File: src/rtl/assert_log_pkg.sv
// Shared types, defaults and helper functions for the assertion violation logger.
// Latency: n/a (types and combinational functions only).
// Backpressure: n/a.
package assert_log_pkg;

  typedef enum logic [1:0] {
    IDLE = 2'd0,
    RUN  = 2'd1,
    STOP = 2'd2
  } state_t;

  localparam int NUM_CHK_DEF     = 8;
  localparam int DEPTH_DEF       = 16;
  localparam int TS_W_DEF        = 32;
  localparam int CNT_W_DEF       = 16;
  localparam int STOP_ON_OVF_DEF = 0;

  // Number of set bits in a vector of up to 32 checker flags.
  function automatic logic [5:0] popcount(input logic [31:0] v);
    logic [5:0] n;
    n = '0;
    for (int i = 0; i < 32; i++) begin
      n = n + {5'd0, v[i]};
    end
    return n;
  endfunction

  // a + inc, clamped to max (counters never wrap).
  function automatic logic [31:0] sat_inc(input logic [31:0] a,
                                          input logic [31:0] inc,
                                          input logic [31:0] max);
    logic [32:0] s;
    s = {1'b0, a} + {1'b0, inc};
    return (s > {1'b0, max}) ? max : s[31:0];
  endfunction

endpackage

File: src/rtl/assert_log_fifo.sv
// Synchronous record FIFO with full/empty flags and a synchronous flush.
// Latency: a push is visible at the head one cycle later; pop removes the head on the edge.
// Backpressure: push is refused when full unless a pop happens in the same cycle.
// Ports: clk, rst_n (sync, active-low), clr (flush), push/wdat, pop/rdat, full, empty.
module assert_log_fifo #(
  parameter int DEPTH = 16,
  parameter int W     = 8
) (
  input  logic         clk,
  input  logic         rst_n,
  input  logic         clr,
  input  logic         push,
  input  logic [W-1:0] wdat,
  input  logic         pop,
  output logic [W-1:0] rdat,
  output logic         full,
  output logic         empty
);

  localparam int AW = $clog2(DEPTH);
  localparam logic [AW:0] FULL_CNT = (AW + 1)'(DEPTH);

  logic [W-1:0]  mem [DEPTH];
  logic [AW-1:0] wptr;
  logic [AW-1:0] rptr;
  logic [AW:0]   cnt;
  logic          do_push;
  logic          do_pop;

  assign full    = (cnt == FULL_CNT);
  assign empty   = (cnt == '0);
  assign do_pop  = pop & ~empty;
  // A pop frees the slot this same edge, so a full FIFO still takes the push.
  assign do_push = push & (~full | do_pop);
  assign rdat    = mem[rptr];

  always_ff @(posedge clk) begin
    if (!rst_n || clr) begin
      wptr <= '0;
      rptr <= '0;
      cnt  <= '0;
    end else begin
      if (do_push) wptr <= wptr + 1'b1;
      if (do_pop)  rptr <= rptr + 1'b1;
      case ({do_push, do_pop})
        2'b10:   cnt <= cnt + 1'b1;
        2'b01:   cnt <= cnt - 1'b1;
        default: cnt <= cnt;
      endcase
    end
  end

  // Storage carries no reset; only the pointers define validity.
  always_ff @(posedge clk) begin
    if (do_push) mem[wptr] <= wdat;
  end

endmodule

File: src/rtl/assert_violation_logger.sv
// Collects checker failures into counters and a record FIFO {fail mask, optional cycle stamp}.
// Latency: failure at cycle N -> counters and FIFO head updated at N+1.
// Backpressure: rec_valid/rec_ready drain; a push into a full FIFO with no pop is dropped and counted.
// Ports: clk, rst_n (sync, active-low), arm/stop/clear/dis controls, chk_fire/chk_fail inputs,
//        rec_valid/rec_ready/rec_mask/rec_ts record port, fail_cnt/drop_cnt/overflow/running status.
// Build option: ASSERT_LOG_TS_EN adds the cycle stamp counter; otherwise rec_ts is tied to 0.
module assert_violation_logger
  import assert_log_pkg::*;
#(
  parameter int NUM_CHK     = NUM_CHK_DEF,
  parameter int DEPTH       = DEPTH_DEF,
  parameter int TS_W        = TS_W_DEF,
  parameter int CNT_W       = CNT_W_DEF,
  parameter int STOP_ON_OVF = STOP_ON_OVF_DEF
) (
  input  logic               clk,
  input  logic               rst_n,
  input  logic               arm,
  input  logic               stop,
  input  logic               clear,
  input  logic               dis,
  input  logic [NUM_CHK-1:0] chk_fire,
  input  logic [NUM_CHK-1:0] chk_fail,
  output logic               rec_valid,
  input  logic               rec_ready,
  output logic [NUM_CHK-1:0] rec_mask,
  output logic [TS_W-1:0]    rec_ts,
  output logic [CNT_W-1:0]   fail_cnt,
  output logic [CNT_W-1:0]   drop_cnt,
  output logic               overflow,
  output logic               running
);

  localparam logic [31:0] CNT_MAX = 32'((64'd1 << CNT_W) - 64'd1);

`ifdef ASSERT_LOG_TS_EN
  localparam int REC_W = NUM_CHK + TS_W;
`else
  localparam int REC_W = NUM_CHK;
`endif

  state_t             state;
  state_t             state_nxt;
  logic [NUM_CHK-1:0] q;
  logic               push;
  logic               pop;
  logic               drop;
  logic               full;
  logic               empty;
  logic [REC_W-1:0]   wdat;
  logic [REC_W-1:0]   rdat;

  // A failure in the clear cycle is discarded along with everything else.
  assign q    = (state == RUN && !dis && !clear) ? (chk_fire & chk_fail) : '0;
  assign push = |q;
  assign pop  = rec_valid & rec_ready;
  assign drop = push & full & ~pop;

  always_ff @(posedge clk) begin
    if (!rst_n) state <= IDLE;
    else        state <= state_nxt;
  end

  // stop dominates arm when both pulse together.
  always_comb begin
    state_nxt = state;
    case (state)
      IDLE:    if (arm && !stop) state_nxt = RUN;
      RUN:     if (stop || (STOP_ON_OVF != 0 && drop)) state_nxt = STOP;
      STOP:    if (arm && !stop) state_nxt = RUN;
      default: state_nxt = IDLE;
    endcase
  end

  assign running = (state == RUN);

  always_ff @(posedge clk) begin
    if (!rst_n || clear) begin
      fail_cnt <= '0;
      drop_cnt <= '0;
      overflow <= 1'b0;
    end else begin
      if (push) fail_cnt <= CNT_W'(sat_inc(32'(fail_cnt), 32'(popcount(32'(q))), CNT_MAX));
      if (drop) begin
        drop_cnt <= CNT_W'(sat_inc(32'(drop_cnt), 32'd1, CNT_MAX));
        overflow <= 1'b1;
      end
    end
  end

`ifdef ASSERT_LOG_TS_EN
  logic [TS_W-1:0] ts;

  always_ff @(posedge clk) begin
    if (!rst_n) ts <= '0;
    else        ts <= ts + 1'b1;
  end

  assign wdat   = {q, ts};
  assign rec_ts = rec_valid ? rdat[TS_W-1:0] : '0;
`else
  assign wdat   = q;
  assign rec_ts = '0;
`endif

  assert_log_fifo #(
    .DEPTH (DEPTH),
    .W     (REC_W)
  ) u_fifo (
    .clk   (clk),
    .rst_n (rst_n),
    .clr   (clear),
    .push  (push),
    .wdat  (wdat),
    .pop   (pop),
    .rdat  (rdat),
    .full  (full),
    .empty (empty)
  );

  assign rec_valid = ~empty;
  // Head fields read as zero when nothing is buffered (memory is not reset).
  assign rec_mask  = rec_valid ? rdat[REC_W-1 -: NUM_CHK] : '0;

endmodule

File: config.mk
export PLATFORM = sky130hd
export DESIGN_NAME = assert_violation_logger
export DESIGN_NICKNAME = d
export VERILOG_FILES = /design/src/rtl/assert_log_pkg.sv /design/src/rtl/assert_log_fifo.sv /design/src/rtl/assert_violation_logger.sv
export SDC_FILE = /design/constraint.sdc
export NUM_CORES = 1
export LEC_CHECK = 0
export CORE_ASPECT_RATIO = 1.1
export CORE_MARGIN = 5
export CORE_UTILIZATION = 50
export CTS_BUF_LIST = sky130_fd_sc_hd__clkbuf_4 sky130_fd_sc_hd__clkbuf_8
export CTS_CLUSTER_SIZE = 28
export DETAILED_ROUTE_END_ITERATION = 12
export PLACE_DENSITY = 0.73
export SYNTH_ARGS = -nofsm -noshare
export SYNTH_HDL_FRONTEND = slang
export SYNTH_SLANG_ARGS = --single-unit
File: constraint.sdc
create_clock -name clk -period 13.9 [get_ports clk]
set_input_delay 2.085 -clock clk [delete_from_list [all_inputs] [get_ports clk]]
set_output_delay 2.085 -clock clk [all_outputs]
set_load 0.01 [all_outputs]
==> impl_metrics.yaml, run 1 <==
power:
  powerDensity_mw_per_mm2: 103
  p_int_uw: 744
  comb_power_share_pct: 3.2
  seqPwrFrac_pct: 60.3
  leakagePower_uw: 0.00295
  peakVddDrop_uv: 56.5
  p_clk_share_pct: 36.5
  p_switching_uw: 199
  netSwitchingFraction_pct: 21.1
  power.total_uw: 943
cts:
  clk_pin_slew_worst_paths_ns: 0.09
  h-tree-depth: 4
  cts_buffers: 17
  post_cts_buffers: 0
  cts_max_path_buffers: 2
  cts.hold.buffers_added: 0
  clk_latency_ns: 0.47
  clkSinkCount: 180
  postCtsResizedCells: 0
  clock-root-buffer: "clkbuf_8"
  tritoncts: "built"
timing:
  min_period_ns: 7.71
  skew_ns: 0.0119
  rsz0062_at_grt: "no"
  drv_slew: 0
  setup_violations: 0
  tightest_slew_ns: 1.06
  max_freq_mhz: 130
  slew_headroom_pct: 29.3
  hold_viol_final: 0
  final.setup.tns_ns: 0
  post-route-period-util_pct: 55.4
logic_synthesis:
  yosys_most_used_dff: "edfxtp_1"
  syn_inst: 575
  async_reset_ff_share_pct: 0
  synth-compound-area-share_pct: 5.32
  ys_seq_elements: 180
  synth_adder_area_share_pct: 4.00
  synthDistinctLibCells: 44
  synth_mux_area_share_pct: 12.0
  synth_edf_count: 128
  synth_warnings: 0
  synth-xor-area-share_pct: 2.08
  ys_seq_area_share_pct: 61.0
  synth-simple-area-share_pct: 10.2
  synth_top_family_by_area: "multiplexers"
  avgSynthCellArea_um2: 13.9
  syn_area_mm2: 0.00800
drt:
  remaining_drc_errors: 0
  viasPerCell: 5.68
  drt_iter0_drc: 374
  num_vias: 4838
  wl_per_cell_um: 19.8
  antenna_left: 0
  firstDrtPassIters: 5
  finalWirelength_um: 16800
place:
  portBuffers: 65
  gp_congestion: 0.836
  dp_hpwl_um: 11400
critical_path:
  crit_type: "in -> reg"
  end_kind: "flip-flop"
  arrival_ns: 8.09
  worstSetupStartpointType: "input pin"
  worstPathMaxFanout: 17
  worstPathRequired_ns: 14.28
final_layout:
  num_antenna_cells: 0
  final_common_cell: "edfxtp_1"
  num-nets-final: 684
  area_growth_pct: 13.9
  fillers: 1258
  layout_common_cells: "edfxtp_1, clkdlybuf4s50_1, dfxtp_1"
  drive_gt1_share_pct: 12.9
  multiInputGateArea_mm2: 0.00282
  regArea_mm2: 0.00489
global_route:
  grt_overflow: 0
  grtUsageTotal_pct: 19.1
  antenna_found_initial: 0
  grt_max_degree: 48
  first_global_vias: 5068
  grt_pass1_wl_um: 27100
job:
  cap_violations: 0
worst_hold_path:
  hp-class: "reg -> reg"
floorplanning:
  fp.dieW_um: 131
  core_area_mm2: 0.0157
  die_y_um: 143
  start_util_pct: 50.9
  ios: 98
  die_area_mm2: 0.0186
  rows: 48
run_status:
  status: "finished, final reports clean"
[cell type report]
type / instances / share of cell area [%]
Timing Repair Buffer: 69 / 7.47
Tap cell: 200 / 2.75
Sequential cell: 180 / 53.6
Clock buffer: 19 / 2.73
Inverter: 23 / 0.948
Multi-Input combinational cell: 348 / 31.0
Clock inverter: 13 / 1.46
[sequential cells by signal, indices dropped and copies added (netlist names), named ones only]
signal,cells
state,2
overflow,1
u_fifo.wptr,4
fail_cnt,16
u_fifo.rptr,4
u_fifo.cnt,5
u_fifo.mem,128
drop_cnt,16
[cells by family (layout without fill, tap and decap cells)]
group / count (synthesis) / count (layout)
flip-flops: 180 / 180
AND/OR/NAND/NOR: 163 / 163
buffers and inverters: 78 / 124
AO/OA/AOI/OAI: 66 / 66
multiplexers: 46 / 46
adder cells (fa/ha/maj): 22 / 22
XOR/XNOR: 19 / 19
other: 1 / 32
[layer usage]
| metal | global-route usage [%] | routed length (um) | up-vias | part of all wire, % |
|---|---|---|---|---|
| met4 | 5.96 | 297 | 0 | 1.8 |
| met3 | 4.19 | 910 | 23 | 5.4 |
| met2 | 32.1 | 8770 | 171 | 52 |
| met1 | 25.0 | 6860 | 2424 | 41 |
| met5 | 0 | 0 | - | 0 |
| li1 | - | - | 2220 | - |
[Yosys cell counts (2+ instances only)]
library cell,count,share of area (%)
xnor2_1,11,1.2
o31a_1,2,0.22
or3_1,2,0.16
fa_1,6,1.5
edfxtp_1,128,48
and4_1,5,0.55
inv_1,23,1.1
a21o_1,3,0.28
clkbuf_1,17,0.80
a31oi_1,6,0.47
dfxtp_1,52,13
a311oi_1,5,0.55
buf_2,4,0.25
a41o_1,2,0.25
a21oi_1,28,1.8
xor2_1,8,0.88
nand2b_1,6,0.47
nor2_1,45,2.1
and3_1,6,0.47
nor3_1,17,1.1
mux2i_1,6,0.75
nand3_1,19,1.2
a211oi_1,7,0.66
buf_4,33,3.1
nor2b_1,13,1.0
nand2_1,31,1.5
nand4_1,9,0.70
nor3b_1,4,0.38
ha_1,16,2.5
o21ai_0,7,0.44
mux4_2,40,11
o21a_1,2,0.19
[critical path: stages]
cell,delay (ns)
clkdlybuf4s50_1,0.43
or3_1,0.51
nor2_1,0.83
fa_1,0.55
inv_1,0.07
fa_1,0.42
fa_1,0.47
fa_1,0.42
fa_1,0.43
nor2b_1,0.17
o311ai_0,0.13
a211oi_1,0.70
nand3_1,0.58
a21oi_1,0.28
[power groups by stage]
| stage | Clock [uW] | Sequential, uW | Combinational [uW] |
|---|---|---|---|
| floorplan | 0 | 581 | 23.3 |
| CTS | 350 | 568 | 29.7 |
| global placement | 0 | 581 | 28.8 |
| finish | 345 | 568 | 29.9 |
| detailed placement | 0 | 581 | 29.5 |
| global route | 376 | 569 | 32.9 |
[final timing paths]
path	from	endpoint	slack, ns	depth (start not counted)
worst min-delay path	overflow	overflow	0.49	2
worst max-delay path	clear	fail_cnt[6]	6.19	14
worst min register to register	overflow	overflow	0.49	2
worst max register to register	state[1]	fail_cnt[6]	7.81	14
[stage by stage]
stage	util [%]	cell area [um2]	hold WS, ns	std cells	setup WS (ns)
finish	57.9	9110	0.492	852	6.19
CTS	57.9	9110	0.499	852	6.20
global placement	55.5	8730	0.457	820	6.04
global route	57.9	9110	0.528	852	5.68
detailed placement	55.5	8730	0.477	820	5.72
floorplan	-	8120	0.468	606	7.08
Power figures use the tool's default switching activity.
==> run 2: changes to the inputs <==
- PLACE_DENSITY: 0.73 -> 0.76
- clock period: 13.9 -> 6.8 ns (I/O delays scaled with it)
==> run 2 against run 1 <==
Against the previous run: sequential share of layout area decreased by 0.34 points; first-iteration DRC count fell by 4.5%; non-clock buffer count increased by 1; flip-flop and latch count stayed put; final cell count up 0.12%; power rose by 110%; sequential power grew 100%; critical path type unchanged; critical endpoint is now fail_cnt[4]; highest routed layer unchanged.
==> impl_metrics.yaml, run 2 (synthesized netlist as in run 1, its figures left out) <==
run_status:
  status: "finished, final reports clean"
critical_path:
  r2r_cells: 16
  critPathSlowestCell: "or3_1"
  r2r-start: "state[1]"
  path_cells: "clkdlybuf4s50_1 > or3_1 > nor2_1 > buf_4 > fa_1 > inv_1 > fa_1 > fa_1 > fa_1 > fa_1 > nor2b_1 > o311ai_0 > a211oi_1 > buf_4 > nand3_1 > a21oi_1"
  worstPathRequired_ns: 7.17
  critPathMostFrequentCell: "fa_1"
  arrival_ns: 5.94
  r2r-end: "fail_cnt[4]"
  worstPathMaxFanout: 17
  end_kind: "flip-flop"
  r2r_slack_ns: 1.81
  crit_type: "in -> reg"
  critPathMaxStageDelay_ns: 0.52
  worstSetupStartpointType: "input pin"
drt:
  antenna_left: 0
  finalWirelength_um: 16500
  drt_iter0_drc: 357
  viasPerCell: 5.62
  num_vias: 4791
  remaining_drc_errors: 0
  wl_per_cell_um: 19.3
  firstDrtPassIters: 5
place:
  dp_hpwl_um: 11400
  postPlaceCellArea_mm2: 0.00875
  gp_congestion: 0.868
  portBuffers: 65
global_route:
  grt_pass1_wl_um: 26600
  grtUsageTotal_pct: 18.6
  use_met3_pct: 4.68
  first_global_vias: 5122
  busiest_layer: "met2"
  grt_util_met1_pct: 23.8
  grtUsageMet2_pct: 31.2
  grt_max_degree: 48
  grt_overflow: 0
  antenna_found_initial: 0
cts:
  cts.hold.buffers_added: 0
  clk_pin_slew_worst_paths_ns: 0.09
  clkSinkCount: 180
  clock-root-buffer: "clkbuf_8"
  clk_latency_ns: 0.46
  tritoncts: "built"
  h-tree-depth: 4
  cts_max_path_buffers: 2
  postCtsResizedCells: 0
  cts_buffers: 17
  post_cts_buffers: 0
floorplanning:
  rows: 48
  ios: 98
  core_area_mm2: 0.0157
  die_area_mm2: 0.0186
  die_y_um: 143
  start_util_pct: 50.9
  fp.dieW_um: 131
final_layout:
  largest_register_ff_count: 128
  area_growth_pct: 14.6
  largestRegisters: "u_fifo.mem x128, drop_cnt x16, fail_cnt x16"
  num-nets-final: 685
  drive_gt1_share_pct: 13.5
  num_antenna_cells: 0
  stdcell_area_mm2: 0.00917
  final_common_cell: "edfxtp_1"
  top_register: "u_fifo.mem"
  layout_common_cells: "edfxtp_1, clkdlybuf4s50_1, dfxtp_1"
power:
  leakagePower_uw: 0.00296
  peakVddDrop_uv: 158
  powerDensity_mw_per_mm2: 217
worst_hold_path:
  hold_start: "overflow"
  whs_path_depth: 2
  min_to: "overflow"
  hp-class: "reg -> reg"
timing:
  final.setup.tns_ns: 0
  drv_slew: 0
  skew_ns: 0.0179
  slew_headroom_pct: 31.0
  hold_viol_final: 0
  setup_violations: 0
  tightest_slew_ns: 1.03
  min_period_ns: 5.57
  hold_ws_ns: 0.487
  post-route-period-util_pct: 81.8
  rsz0062_at_grt: "no"
  max_freq_mhz: 180
job:
  cap_violations: 0
==> run 2: how the worst max path moves through the flow <==
stage                   end   from  cells after the start  slack (ns)
6_report        fail_cnt[4]  clear                     16        1.23
5_1_grt         fail_cnt[5]  clear                     16        0.89
4_1_cts         fail_cnt[4]  clear                     16        1.25
3_5_place_dp    fail_cnt[4]  clear                     16        0.78
3_3_place_gp   fail_cnt[13]  clear                     16        0.91
2_1_floorplan  fail_cnt[10]  clear                     15        1.05
==> run 2: stage by stage <==
step           cells  setup slack, ns  power [uW]  utilization, %
2_1_floorplan    606             1.05        1230               -
3_3_place_gp     821            0.910        1250            55.6
3_5_place_dp     821            0.778        1250            55.6
4_1_cts          853             1.25        2000            58.3
5_1_grt          853            0.885        2050            58.3
6_report         853             1.23        1990            58.3
==> run 2: per-layer routing <==
metal	up-vias	part of all wire (%)	routed length [um]
met5	-	0	0
met4	0	1.7	272
met3	26	5.0	827
met2	147	52	8500
met1	2397	42	6850
li1	2221	-	-
==> run 2: final cells by class <==
| cell class | count | area [um2] |
|---|---|---|
| timing repair buffer | 70 | 688 |
| fill | 1230 | 6570 |
| tap | 200 | 250 |
| inverter | 23 | 86.3 |
| sequential | 180 | 4890 |
| clock buffer | 19 | 249 |
| clock inverter | 13 | 173 |
| multi-input combinational | 348 | 2830 |
==> run 2: where the power goes <==
group	switching (uW)	internal, uW
logic	33.6	26.7
registers	1.12	1160
clock network	390	378
total	425	1570
==> run 2: worst max-delay path, delay by kind of cell <==
| kind | cells | cell delay (ns) |
|---|---|---|
| adders and majority gates | 5 | 2.16 |
| and+or+nand+nor | 4 | 1.20 |
| buffers and inverters | 4 | 0.93 |
| AOI/OAI and AO/OA | 3 | 0.63 |
==> run 3: changes to the inputs <==
- PLACE_DENSITY: 0.76 -> 0.73
- clock period: 6.8 -> 5.8 ns (I/O delays scaled with it)
==> run 3 against run 2 <==
Against the previous run: critical path depth down 1; sequential power up 17%; flip-flop and latch count unchanged; clock power up 11%; sequential share of layout area up 0.15 points; core utilization down 0.16 points; via count up 0.40%; global-route usage down 0.15 points; worst setup slack worse by 0.73 ns; die area unchanged; combinational power up 16%; wire length down 0.32%; critical endpoint is now fail_cnt[1].
==> impl_metrics.yaml, run 3 (synthesized netlist as in run 1, its figures left out) <==
cts:
  clkSinkCount: 180
  clock-root-buffer: "clkbuf_8"
  cts_buffers: 17
  h-tree-depth: 4
  post_cts_buffers: 0
  clk_latency_ns: 0.45
  cts.hold.buffers_added: 0
  postCtsResizedCells: 0
  tritoncts: "built"
  cts_max_path_buffers: 2
  clk_pin_slew_worst_paths_ns: 0.09
timing:
  min_period_ns: 5.29
  hold_viol_final: 0
  max_freq_mhz: 189
  slew_headroom_pct: 35.7
  rsz0062_at_grt: "no"
  final.setup.tns_ns: 0
  post-route-period-util_pct: 91.3
  setup_ws_ns: 0.507
  setup_violations: 0
  skew_ns: 0.0151
  tightest_slew_ns: 0.959
  drv_slew: 0
floorplanning:
  rows: 48
  die_area_mm2: 0.0186
  ios: 98
  fp.dieW_um: 131
  core_area_mm2: 0.0157
  start_util_pct: 50.9
  die_y_um: 143
drt:
  finalWirelength_um: 16400
  firstDrtPassIters: 7
  antenna_left: 0
  wl_per_cell_um: 19.2
  drt_iter0_drc: 292
  viasPerCell: 5.64
  num_vias: 4810
  remaining_drc_errors: 0
global_route:
  grt_max_degree: 48
  first_global_vias: 4974
  grtUsageTotal_pct: 18.5
  antenna_found_initial: 0
  grt_overflow: 0
  grt_pass1_wl_um: 26300
power:
  peakVddDrop_uv: 130
  powerDensity_mw_per_mm2: 250
  leakagePower_uw: 0.00295
  power.total_uw: 2280
final_layout:
  layout_common_cells: "edfxtp_1, clkdlybuf4s50_1, dfxtp_1"
  largestRegisters: "u_fifo.mem x128, drop_cnt x16, fail_cnt x16"
  drive_gt1_share_pct: 13.0
  top_register: "u_fifo.mem"
  fillers: 1244
  final_common_cell: "edfxtp_1"
  num-nets-final: 685
  num_antenna_cells: 0
  stdcell_area_mm2: 0.00914
  final_util_pct: 58.1
  largest_register_ff_count: 128
  area_growth_pct: 14.3
worst_hold_path:
  min_to: "overflow"
  hp-class: "reg -> reg"
  whs_path_depth: 2
  hold_start: "overflow"
critical_path:
  cp.depth: 15
  end_kind: "flip-flop"
  r2r_cells: 15
  critPathSlowestCell: "or3_1"
  critPathBufInv: 3
  critPathMaxStageDelay_ns: 0.50
  r2r_slack_ns: 0.92
  critPathMostFrequentCell: "fa_1"
  arrival_ns: 5.66
  worstPathMaxFanout: 13
  worstPathRequired_ns: 6.17
  path_delay_family: "adder cells"
  path_cells: "clkdlybuf4s50_1 > or3_1 > nor2_1 > fa_1 > inv_1 > fa_1 > fa_1 > fa_1 > fa_1 > nor2b_1 > o311ai_0 > a211oi_1 > buf_4 > nand3_1 > a21oi_1"
  r2r-start: "state[1]"
  r2r-end: "fail_cnt[1]"
  crit_type: "in -> reg"
  worstSetupStartpointType: "input pin"
run_status:
  status: "finished, final reports clean"
job:
  cap_violations: 0
place:
  postPlaceCellArea_mm2: 0.00875
  portBuffers: 65
  pre_cts_slack_ns: 0.0220
  dp_hpwl_um: 11400
  gp_congestion: 0.839
[run 3: worst max path at each step]
stage | endpoint | slack, ns | from
5_1_grt | fail_cnt[1] | 0.14 | clear
4_1_cts | fail_cnt[1] | 0.51 | clear
3_5_place_dp | fail_cnt[1] | 0.02 | clear
3_3_place_gp | fail_cnt[13] | 0.18 | clear
2_1_floorplan | fail_cnt[10] | 0.20 | clear
6_report | fail_cnt[1] | 0.51 | clear
[run 3: routing by layer]
metal,vias to the layer above,global-route usage [%],part of all wire (%)
li1,2213,-,-
met1,2421,24.2,42
met3,27,3.40,3.8
met2,149,31.0,52
met5,-,0,0
met4,0,6.66,2.0
[run 3: metrics by stage]
stage               instances  hold slack, ns
floorplan                 606           0.468
global placement          821           0.457
detailed placement        821           0.471
CTS                       853           0.506
global route              853           0.537
finish                    853           0.500
[run 3: report_power, final]
part	internal (uW)	total [uW]	switching [uW]
combinational	31.3	70.0	38.7
clock	439	849	409
sequential	1360	1360	2.25
[run 3: final cells by class]
| class | instances | area [um2] | share of cell area (%) |
|---|---|---|---|
| timing repair buffer | 70 | 688 | 7.53 |
| clock buffer | 21 | 264 | 2.89 |
| multi-input combinational | 348 | 2830 | 31.0 |
| clock inverter | 11 | 133 | 1.45 |
| sequential | 180 | 4890 | 53.5 |
| inverter | 23 | 86.3 | 0.944 |
| tap | 200 | 250 | 2.74 |
[run 3: worst reg2reg max path: cells and delay by family, from the launching register on]
family	cells	cell delay, ns
AOI/OAI and AO/OA	3	0.64
DFF	1	0.32
adders and majority gates	5	2.19
and+or+nand+nor	5	1.38
buffers and inverters	2	0.27
